## src/rtl/i2c_slave.sv

```systemverilog
// ----------------------------------------------------------------------------
// i2c_slave
//
// I2C target controller and the responding end for the team's i2c_master.
// SCL/SDA are oversampled in the sysclk domain. The block detects START,
// STOP and repeated START. It answers one fixed 7-bit address, ACKs the
// address and every written byte, and hands written bytes to local logic.
// On a read it fetches bytes from local logic and shifts them out MSB first.
//
// Optional build macro: CLOCK_STRETCH_EN
//    When defined, the block holds SCL low at the point a read byte must be
//    latched if tx_valid is low, and releases SCL once the byte is taken.
//    When undefined, scl_oe is tied low, tx_valid is ignored and tx_data is
//    latched unconditionally.
//
// Parameters:
//    ADDRESS     7-bit target address (default 7'h42)
//    SYNC_STAGES synchronizer depth on scl_i/sda_i, must be at least 2
//
// Ports:
//    sysclk    in   system clock
//    reset_n   in   asynchronous active-low reset
//    scl_i     in   SCL pad level
//    sda_i     in   SDA pad level
//    scl_oe    out  1 = pull SCL low (clock stretch); never drives high
//    sda_oe    out  1 = pull SDA low; never drives high
//    rx_data   out  last byte written by the master, held until the next one
//    rx_valid  out  one-cycle pulse when rx_data updates
//    tx_data   in   next byte to return on a read
//    tx_valid  in   tx_data is ready (stretch build only)
//    tx_req    out  one-cycle pulse asking for the next read byte
//    busy      out  high from address match until STOP or repeated START
// ----------------------------------------------------------------------------
module i2c_slave #(
   parameter logic [6:0] ADDRESS     = 7'h42,
   parameter int         SYNC_STAGES = 2
) (
   input  logic       sysclk,
   input  logic       reset_n,
   input  logic       scl_i,
   input  logic       sda_i,
   output logic       scl_oe,
   output logic       sda_oe,
   output logic [7:0] rx_data,
   output logic       rx_valid,
   input  logic [7:0] tx_data,
   input  logic       tx_valid,
   output logic       tx_req,
   output logic       busy
);

   typedef enum logic [2:0] {
      ST_IDLE,
      ST_ADDR,
      ST_ADDR_ACK,
      ST_WRITE_BYTE,
      ST_WRITE_ACK,
      ST_READ_BYTE,
      ST_READ_ACK,
      ST_WAIT_STOP
   } state_t;

   // Synchronizer chains plus one history flop per pin for edge detection
   logic [SYNC_STAGES-1:0] scl_sync;
   logic [SYNC_STAGES-1:0] sda_sync;
   logic                   scl_hist;
   logic                   sda_hist;
   logic                   scl_s;
   logic                   sda_s;

   // Bus events decoded from the synchronized levels
   logic stop_evt;
   logic start_evt;
   logic scl_rise;
   logic scl_fall;

   // Local data-ready qualifier for the read latch points
   logic tx_ready;

   // Registered state and its next-state values
   state_t     state, state_nx;
   logic [2:0] bit_cnt, bit_cnt_nx;
   logic [6:0] shift_q, shift_q_nx;
   logic [6:0] tx_shift, tx_shift_nx;
   logic       rw_bit, rw_nx;
   logic       byte_done, byte_done_nx;
   logic       busy_q, busy_nx;
   logic       sda_oe_q, sda_oe_nx;
   logic       scl_hold, scl_hold_nx;
   logic [7:0] rx_data_q, rx_data_nx;
   logic       rx_valid_q, rx_valid_nx;
   logic       tx_req_q, tx_req_nx;

   // Working values inside the next-state logic
   logic [7:0] shift_full;
   logic       latch_tx;

   // Pins enter the synchronizers; both chains preset to 1 so the bus
   // looks idle straight out of reset and no false event is decoded.
   always_ff @(posedge sysclk or negedge reset_n) begin
      if (!reset_n) begin
         scl_sync <= '1;
         sda_sync <= '1;
         scl_hist <= 1'b1;
         sda_hist <= 1'b1;
      end else begin
         scl_sync <= {scl_sync[SYNC_STAGES-2:0], scl_i};
         sda_sync <= {sda_sync[SYNC_STAGES-2:0], sda_i};
         scl_hist <= scl_sync[SYNC_STAGES-1];
         sda_hist <= sda_sync[SYNC_STAGES-1];
      end
   end

   assign scl_s = scl_sync[SYNC_STAGES-1];
   assign sda_s = sda_sync[SYNC_STAGES-1];

   assign stop_evt  = scl_s & sda_s & ~sda_hist;
   assign start_evt = scl_s & ~sda_s & sda_hist;
   assign scl_rise  = scl_s & ~scl_hist;
   assign scl_fall  = ~scl_s & scl_hist;

`ifdef CLOCK_STRETCH_EN
   assign tx_ready = tx_valid;
   assign scl_oe   = scl_hold;
`else
   logic unused_tx_valid;
   assign tx_ready        = 1'b1;
   assign scl_oe          = 1'b0;
   assign unused_tx_valid = tx_valid;
`endif

   // State register for the protocol FSM and every datapath register it
   // owns; everything is cleared so the bus is released at once on reset.
   always_ff @(posedge sysclk or negedge reset_n) begin
      if (!reset_n) begin
         state      <= ST_IDLE;
         bit_cnt    <= 3'd0;
         shift_q    <= 7'd0;
         tx_shift   <= 7'd0;
         rw_bit     <= 1'b0;
         byte_done  <= 1'b0;
         busy_q     <= 1'b0;
         sda_oe_q   <= 1'b0;
         scl_hold   <= 1'b0;
         rx_data_q  <= 8'd0;
         rx_valid_q <= 1'b0;
         tx_req_q   <= 1'b0;
      end else begin
         state      <= state_nx;
         bit_cnt    <= bit_cnt_nx;
         shift_q    <= shift_q_nx;
         tx_shift   <= tx_shift_nx;
         rw_bit     <= rw_nx;
         byte_done  <= byte_done_nx;
         busy_q     <= busy_nx;
         sda_oe_q   <= sda_oe_nx;
         scl_hold   <= scl_hold_nx;
         rx_data_q  <= rx_data_nx;
         rx_valid_q <= rx_valid_nx;
         tx_req_q   <= tx_req_nx;
      end
   end

   // Next-state logic. STOP beats START beats SCL edges. byte_done marks
   // that eight bits have been taken, so the SCL fall straight after a
   // START (bit counter also 0) is not mistaken for the end of a byte.
   // latch_tx flags the points where a read byte must be loaded; when local
   // data is not ready the stretch build holds SCL and retries every cycle.
   always_comb begin
      state_nx     = state;
      bit_cnt_nx   = bit_cnt;
      shift_q_nx   = shift_q;
      tx_shift_nx  = tx_shift;
      rw_nx        = rw_bit;
      byte_done_nx = byte_done;
      busy_nx      = busy_q;
      sda_oe_nx    = sda_oe_q;
      scl_hold_nx  = scl_hold;
      rx_data_nx   = rx_data_q;
      rx_valid_nx  = 1'b0;
      tx_req_nx    = 1'b0;
      latch_tx     = 1'b0;
      shift_full   = {shift_q, sda_s};

      if (stop_evt) begin
         state_nx     = ST_IDLE;
         bit_cnt_nx   = 3'd0;
         byte_done_nx = 1'b0;
         busy_nx      = 1'b0;
         sda_oe_nx    = 1'b0;
         scl_hold_nx  = 1'b0;
      end else if (start_evt) begin
         state_nx     = ST_ADDR;
         bit_cnt_nx   = 3'd0;
         byte_done_nx = 1'b0;
         busy_nx      = 1'b0;
         sda_oe_nx    = 1'b0;
         scl_hold_nx  = 1'b0;
      end else begin
         case (state)
            ST_IDLE, ST_WAIT_STOP: begin
               state_nx = state;
            end

            ST_ADDR: begin
               if (scl_rise) begin
                  shift_q_nx = shift_full[6:0];
                  bit_cnt_nx = bit_cnt + 3'd1;
                  if (bit_cnt == 3'd7) begin
                     byte_done_nx = 1'b1;
                     if (shift_full[7:1] == ADDRESS) begin
                        busy_nx = 1'b1;
                        rw_nx   = shift_full[0];
                     end
                  end
               end else if (scl_fall && byte_done) begin
                  byte_done_nx = 1'b0;
                  if (busy_q) begin
                     sda_oe_nx = 1'b1;
                     state_nx  = ST_ADDR_ACK;
                  end else begin
                     state_nx = ST_WAIT_STOP;
                  end
               end
            end

            ST_ADDR_ACK: begin
               if (scl_hold) begin
                  latch_tx = 1'b1;
               end else if (scl_rise) begin
                  tx_req_nx = rw_bit;
               end else if (scl_fall) begin
                  if (rw_bit) begin
                     latch_tx = 1'b1;
                  end else begin
                     sda_oe_nx  = 1'b0;
                     bit_cnt_nx = 3'd0;
                     state_nx   = ST_WRITE_BYTE;
                  end
               end
            end

            ST_WRITE_BYTE: begin
               if (scl_rise) begin
                  shift_q_nx = shift_full[6:0];
                  bit_cnt_nx = bit_cnt + 3'd1;
                  if (bit_cnt == 3'd7) begin
                     rx_data_nx   = shift_full;
                     rx_valid_nx  = 1'b1;
                     byte_done_nx = 1'b1;
                  end
               end else if (scl_fall && byte_done) begin
                  byte_done_nx = 1'b0;
                  sda_oe_nx    = 1'b1;
                  state_nx     = ST_WRITE_ACK;
               end
            end

            ST_WRITE_ACK: begin
               if (scl_fall) begin
                  sda_oe_nx  = 1'b0;
                  bit_cnt_nx = 3'd0;
                  state_nx   = ST_WRITE_BYTE;
               end
            end

            ST_READ_BYTE: begin
               // The cycle after a stretched latch only lets go of SCL.
               if (scl_hold) begin
                  scl_hold_nx = 1'b0;
               end else if (scl_fall) begin
                  if (bit_cnt == 3'd7) begin
                     sda_oe_nx  = 1'b0;
                     bit_cnt_nx = 3'd0;
                     state_nx   = ST_READ_ACK;
                  end else begin
                     sda_oe_nx   = ~tx_shift[6];
                     tx_shift_nx = {tx_shift[5:0], 1'b0};
                     bit_cnt_nx  = bit_cnt + 3'd1;
                  end
               end
            end

            ST_READ_ACK: begin
               if (scl_hold) begin
                  latch_tx = 1'b1;
               end else if (scl_rise) begin
                  if (!sda_s) begin
                     tx_req_nx = 1'b1;
                  end else begin
                     state_nx = ST_WAIT_STOP;
                  end
               end else if (scl_fall) begin
                  latch_tx = 1'b1;
               end
            end

            default: begin
               state_nx = ST_IDLE;
            end
         endcase

         if (latch_tx) begin
            if (tx_ready) begin
               tx_shift_nx = tx_data[6:0];
               sda_oe_nx   = ~tx_data[7];
               bit_cnt_nx  = 3'd0;
               state_nx    = ST_READ_BYTE;
            end else begin
               scl_hold_nx = 1'b1;
            end
         end
      end
   end

   assign sda_oe   = sda_oe_q;
   assign rx_data  = rx_data_q;
   assign rx_valid = rx_valid_q;
   assign tx_req   = tx_req_q;
   assign busy     = busy_q;

endmodule

```

## config.mk

```make
export PLATFORM = sky130hd
export DESIGN_NAME = i2c_slave
export DESIGN_NICKNAME = d
export VERILOG_FILES = /design/src/rtl/i2c_slave.sv
export SDC_FILE = /design/constraint.sdc
export NUM_CORES = 1
export LEC_CHECK = 0
export CORE_MARGIN = 8
export CORE_UTILIZATION = 50
export CTS_CLUSTER_SIZE = 14
export DETAILED_ROUTE_END_ITERATION = 12
export PLACE_DENSITY = 0.84
export SKIP_LAST_GASP = 1
export SYNTH_ARGS = -nofsm -noshare
export SYNTH_HDL_FRONTEND = slang
export SYNTH_SLANG_ARGS = --single-unit
```

## constraint.sdc

```tcl
create_clock -name sysclk -period 4.2 [get_ports sysclk]
set_input_delay 0.63 -clock sysclk [delete_from_list [all_inputs] [get_ports sysclk]]
set_output_delay 0.63 -clock sysclk [all_outputs]
set_load 0.01 [all_outputs]
```

# Word-level counts from Yosys, hierarchy flattened
# Cells that the tools add are included.
# word_totals
reg_bits,41
in_bits,13
elab_cells,178
out_inout_bits,13
# classes
muxes,93
add_sub_neg,1
n_eq_ne,30
n_bitwise,14
reduce_logical,24
# ops
cell,count
$mux 3,31
$ne 5x5->1 const B,16
$mux 1,52
$mux 7,5
$pmux 3 s6,1
$reduce_bool 3->1,6
$reduce_and 16->1,1
$eq 3x3->1 const B,5
$reduce_and 13->1,1
$pmux 3 s4,1
$reduce_and 6->1,2
$reduce_and 9->1,1
$not 1->1,8
$reduce_and 4->1,2
$reduce_bool 8->1,1
$eq 7x7->1 const B,1
$reduce_bool 7->1,1
$and 1x1->1,6
$eq 3x2->1 const B,2
$ne 5x1->1 const B,1
$pmux 1 s5,1
$reduce_and 5->1,1
$ne 2x1->1 const B,2
$ne 4x3->1 const B,1
10 further kinds,13

# Longest topological paths before layout
# logic_depth
depth_word,11
mapped_depth,6
mapped_depth_nobuf,6

# Worst setup path after synthesis
# Ideal clock, no wire load.
# synth_path
kind,register to register
startpoint,register bit_cnt[0]
endpoint,register sda_oe_q (netlist: sda_oe)
period_less_slack_ns,1.751
arrival_time_ns,1.669
stages_incl_launch_ff,7
setup_ns,0.082
required_ns,4.118
slack_ns,2.449
path_cell_list,dfrtp_1 -> ha_1 -> ha_1 -> or3b_2 -> a31oi_1 -> nand4_1 -> a31oi_1
# synth_via
elab_chain_len,8
# synth_lines
item,line_no,source
from (decl),82,"logic [2:0] bit_cnt, bit_cnt_nx;"
from (signal assigned),150,bit_cnt <= bit_cnt_nx;
$eq 3x3->1,272,if (bit_cnt == 3'd7) begin
$mux 1,272,
$mux 1,271,end else if (scl_fall) begin
$mux 1,269,if (scl_hold) begin
$pmux 1 s5,200,case (state)
$mux 1,303,if (latch_tx) begin
$mux 1,192,end else if (start_evt) begin
$mux 1,185,if (stop_evt) begin
to (signal assigned),156,sda_oe_q <= sda_oe_nx;
to (decl),88,"logic sda_oe_q, sda_oe_nx;"
# No other way between the ends. The select of a mux whose other input is x is not followed.
# A chain may end at the register's enable or synchronous reset.

# Final worst setup path
# layout_path
startpoint,register state[0]
endpoint,register state[1]
# layout_via
elab_chain_len,7
elab_cells_between_ends,33
cone_classes,23 x eq/ne; 7 x mux; 3 x reduce/logical
# layout_lines
item,line_no,source
from (decl),81,"state_t state, state_nx;"
from (signal assigned),149,state <= state_nx;
"parallel branches: the longest is 7 deep, another holds $reduce_and 16->1",-,
# Several ways; the timed one is not identified. The select of a mux whose other input is x is not followed.

==> flow_summary_export.csv <==
group,metric,value,unit
clocking,cts.hold.buffers_added,0,
timing,timing.final.crit_share,0.543,
final_layout,commonest_non_fill_non_tap_cells_in_the_layout,"sky130_fd_sc_hd__dfrtp_1 (34), sky130_fd_sc_hd__clkdlybuf4s50_1 (22), sky130_fd_sc_hd__mux2_2 (16)",
setup_path,reg2reg_to,"state[1]$_DFFE_PN0P_",
place,port-buffer-count,23,
floorplanning,initial_utilization,0.513,
power,largest_voltage_drop_on_the_vdd_net,297,uV
final_layout,finalNetCount,215,
final_layout,layout-drive-gt1-share,0.209,
detailed_routing,routed_via_density,5.83,
worst_hold_path,holdCritPathClass,"reg -> reg",
setup_path,criticalPathCategory,"reg -> reg",
logic_synthesis,synth_edf_count,0,
timing,report.final.hold_viol_count,0,
clocking,cts_resized,0,
logic_synthesis,synth.avg_cell_area,11.2,um^2
clocking,post_cts_buffers,0,
final_layout,final_design_area_no_fill,0.00235,mm^2
floorplanning,core_area,0.00394,mm^2
grt,first_pass_grt_wire_length,6660,um
power,p_leak,1.03,nW
floorplanning,die_height,79.6,um
clocking,root_buffer,"sky130_fd_sc_hd__clkbuf_8",
place,hpwlAfterDp,2770,um
grt,grt-ovfl-total,0,
floorplanning,row_count,23,
logic_synthesis,netlist_area,0.00202,mm^2
grt,maximum_number_of_pins_on_one_net_before_global_route_repair,41,
timing,maxSlewHeadroom,0.321,
place,gp_congestion,0.854,
setup_path,critical_path.endpoint_type,"flip-flop",
status,outcome,"completed",
logic_synthesis,syn_nets,195,
logic_synthesis,postSynthRegisterBits,40,
clocking,cts.sink_count,40,
timing,maxClockFrequency,438,MHz
worst_hold_path,min_delay_worst_endpoint,"sda_sync[1]$_DFF_PN1_",
place,postPlaceCellArea,0.00224,mm^2
setup_path,worstReg2RegStart,"state[0]$_DFFE_PN0P_",
floorplanning,ioPinCount,26,
final_layout,fillers,308,
clocking,cts.reportedPaths.clkPinSlew,0.08,ns
timing,post-route-min-period,2.28,ns
logic_synthesis,synth.yosys.warnings,0,
setup_path,crit_path_start_kind,"flip-flop",
final_layout,most_common_cell_after_layout_fill_and_taps_aside,"sky130_fd_sc_hd__dfrtp_1",
final_layout,register_area,0.00101,mm^2
final_layout,n_antenna_cell,0,
timing,finClkSkew,0.00422,ns
detailed_routing,drt_drc_violations_left,0,
setup_path,crit_required,4.37,ns
setup_path,critical_path.startpoint,"state[0]$_DFFE_PN0P_",
clocking,clk_buf_depth,2,
floorplanning,die_width,79.6,um
detailed_routing,route.final.wire_length,3910,um
timing,grt_setup_unrepaired,"no",
logic_synthesis,synth_cells,180,
logic_synthesis,ys.flop_type,"sky130_fd_sc_hd__dfrtp_1",
worst_hold_path,worstHoldStart,"sda_sync[0]$_DFF_PN1_",
worst_hold_path,min_delay_path_depth,0,
final_layout,area_of_the_multi_input_gates,917,um^2
timing,report.final.slew_viol_count,0,
clocking,cts_made_buffers,5,
floorplanning,fp.dieArea,0.00634,mm^2
detailed_routing,detail_route.wl_per_cell,15.6,um
setup_path,timing.reg2reg.setup_slack,1.92,ns
setup_path,signal_arrival_time_at_the_worst_endpoint,2.46,ns
setup_path,r2r.worst_path.cells,4,
clocking,tritoncts_clock_tree,"yes",
flow_run,count_of_maximum_capacitance_violations,0,
clocking,cts_htree_levels,2,
clocking,clock_insertion_delay_worst_skew,0.29,ns
logic_synthesis,synth_async_sr_flop_share,1.00,
detailed_routing,initialDrtViolationCount,99,
logic_synthesis,ys_types,49,
timing,timing.final.setup_violations,0,
detailed_routing,via_count,1463,
grt,antenna_violations_before_repair,0,
power,power_per_cell_area,414,mW/mm^2
timing,worst-slew-pin-transition,1.01,ns
detailed_routing,first_pass_iters,4,
grt,globalRouteTotalUtil,0.132,
detailed_routing,detail_route_antenna_nets,0,
timing,hold-worst-slack,0.358,ns
final_layout,area_growth_syn_to_layout,16.4,%
timing,setup_tns,0,ns
setup_path,crit_fanout,18,
logic_synthesis,synth-seq-area-share,0.498,
grt,via_count_of_the_first_global_routing_pass,1463,
sequential cells by signal (all words and copies together) (netlist names):
register   flops
state          3
tx_shift       7
tx_req         1
sda_sync       2
bit_cnt        3
sda_hist       1
scl_sync       2
scl_hist       1
busy           1
rx_data        8
byte_done      1
shift_q        7
sda_oe         1
rx_valid       1
rw_bit         1
metrics by stage:
step	util	cells	power (mW)	setup slack, ns
final	0.597	251	0.974	1.92
after floorplan	-	180	0.622	2.45
after global placement	0.569	243	0.662	1.97
after CTS	0.597	251	0.982	1.95
after global routing	0.597	251	1.03	1.73
after detailed placement	0.569	243	0.675	1.98
synthesized netlist by cell type, drive strengths merged (2+ instances only):
library cell  number  share of area
o21a               2         0.0074
a211oi             3          0.017
and4               2         0.0087
nand3b             4          0.015
o31ai              2         0.0074
a31oi              4          0.012
nand2b             6          0.019
mux2i              8          0.040
nor2               8          0.016
mux2              17          0.096
buf               10          0.033
a21o               2         0.0074
o21ai             12          0.030
nor2b              5          0.015
nor4b              2         0.0087
inv                8          0.015
nor3               2         0.0074
a21oi              4         0.0099
nand2             13          0.024
nand3              2         0.0049
dfrtp             34           0.42
dfstp              6          0.078
nand4              5          0.022
ha                 2          0.012
critical path, cell delays in order (launching register included):
cell and delay, ns:
sky130_fd_sc_hd__dfrtp_1 0.59, sky130_fd_sc_hd__nand2b_1 0.31, sky130_fd_sc_hd__nor3_2 0.87, sky130_fd_sc_hd__nor2_1 0.07
sky130_fd_sc_hd__o311a_1 0.32
cell families (layout without fill, tap and decap cells):
logic type,count (synthesis),after routing,synth area share
XOR/XNOR,1,1,0.00804
buffers and inverters,18,39,0.0482
flip-flops,40,40,0.498
AO/OA/AOI/OAI,38,38,0.130
multiplexers,25,25,0.136
other,1,1,0.00185
adder cells (fa/ha/maj),3,3,0.0179
AND/OR/NAND/NOR,54,54,0.159
power breakdown:
group	switching (mW)	internal [mW]
clock network	0.132	0.176
logic	0.0730	0.0891
registers	0.0615	0.442
total	0.267	0.707
final cells by class:
cell class / count / area share
flip-flops and latches: 40 / 0.428
multi-input cells: 122 / 0.389
repair buffers: 23 / 0.0956
clock buffers: 5 / 0.0292
well taps: 50 / 0.0266
clock inverters: 3 / 0.0181
inverters: 8 / 0.0128
worst max-delay path by stage:
stage / cells after the start / to / slack, ns
6_report: 4 / state[1]$_DFFE_PN0P_ / 1.92
5_1_grt: 4 / state[1]$_DFFE_PN0P_ / 1.73
4_1_cts: 4 / state[1]$_DFFE_PN0P_ / 1.95
3_5_place_dp: 4 / state[1]$_DFFE_PN0P_ / 1.98
3_3_place_gp: 4 / state[1]$_DFFE_PN0P_ / 1.97
2_1_floorplan: 6 / sda_oe$_DFFE_PN0P_ / 2.45
metal layers:
metal  global-route usage  routed length, um  up-vias
li1                     -                  -      684
met1                0.158               1680      721
met5                    0                  0        -
met4               0.0667                 89        0
met3               0.0383                245       11
met2                0.212               1890       47
Power figures use the tool's default switching activity.
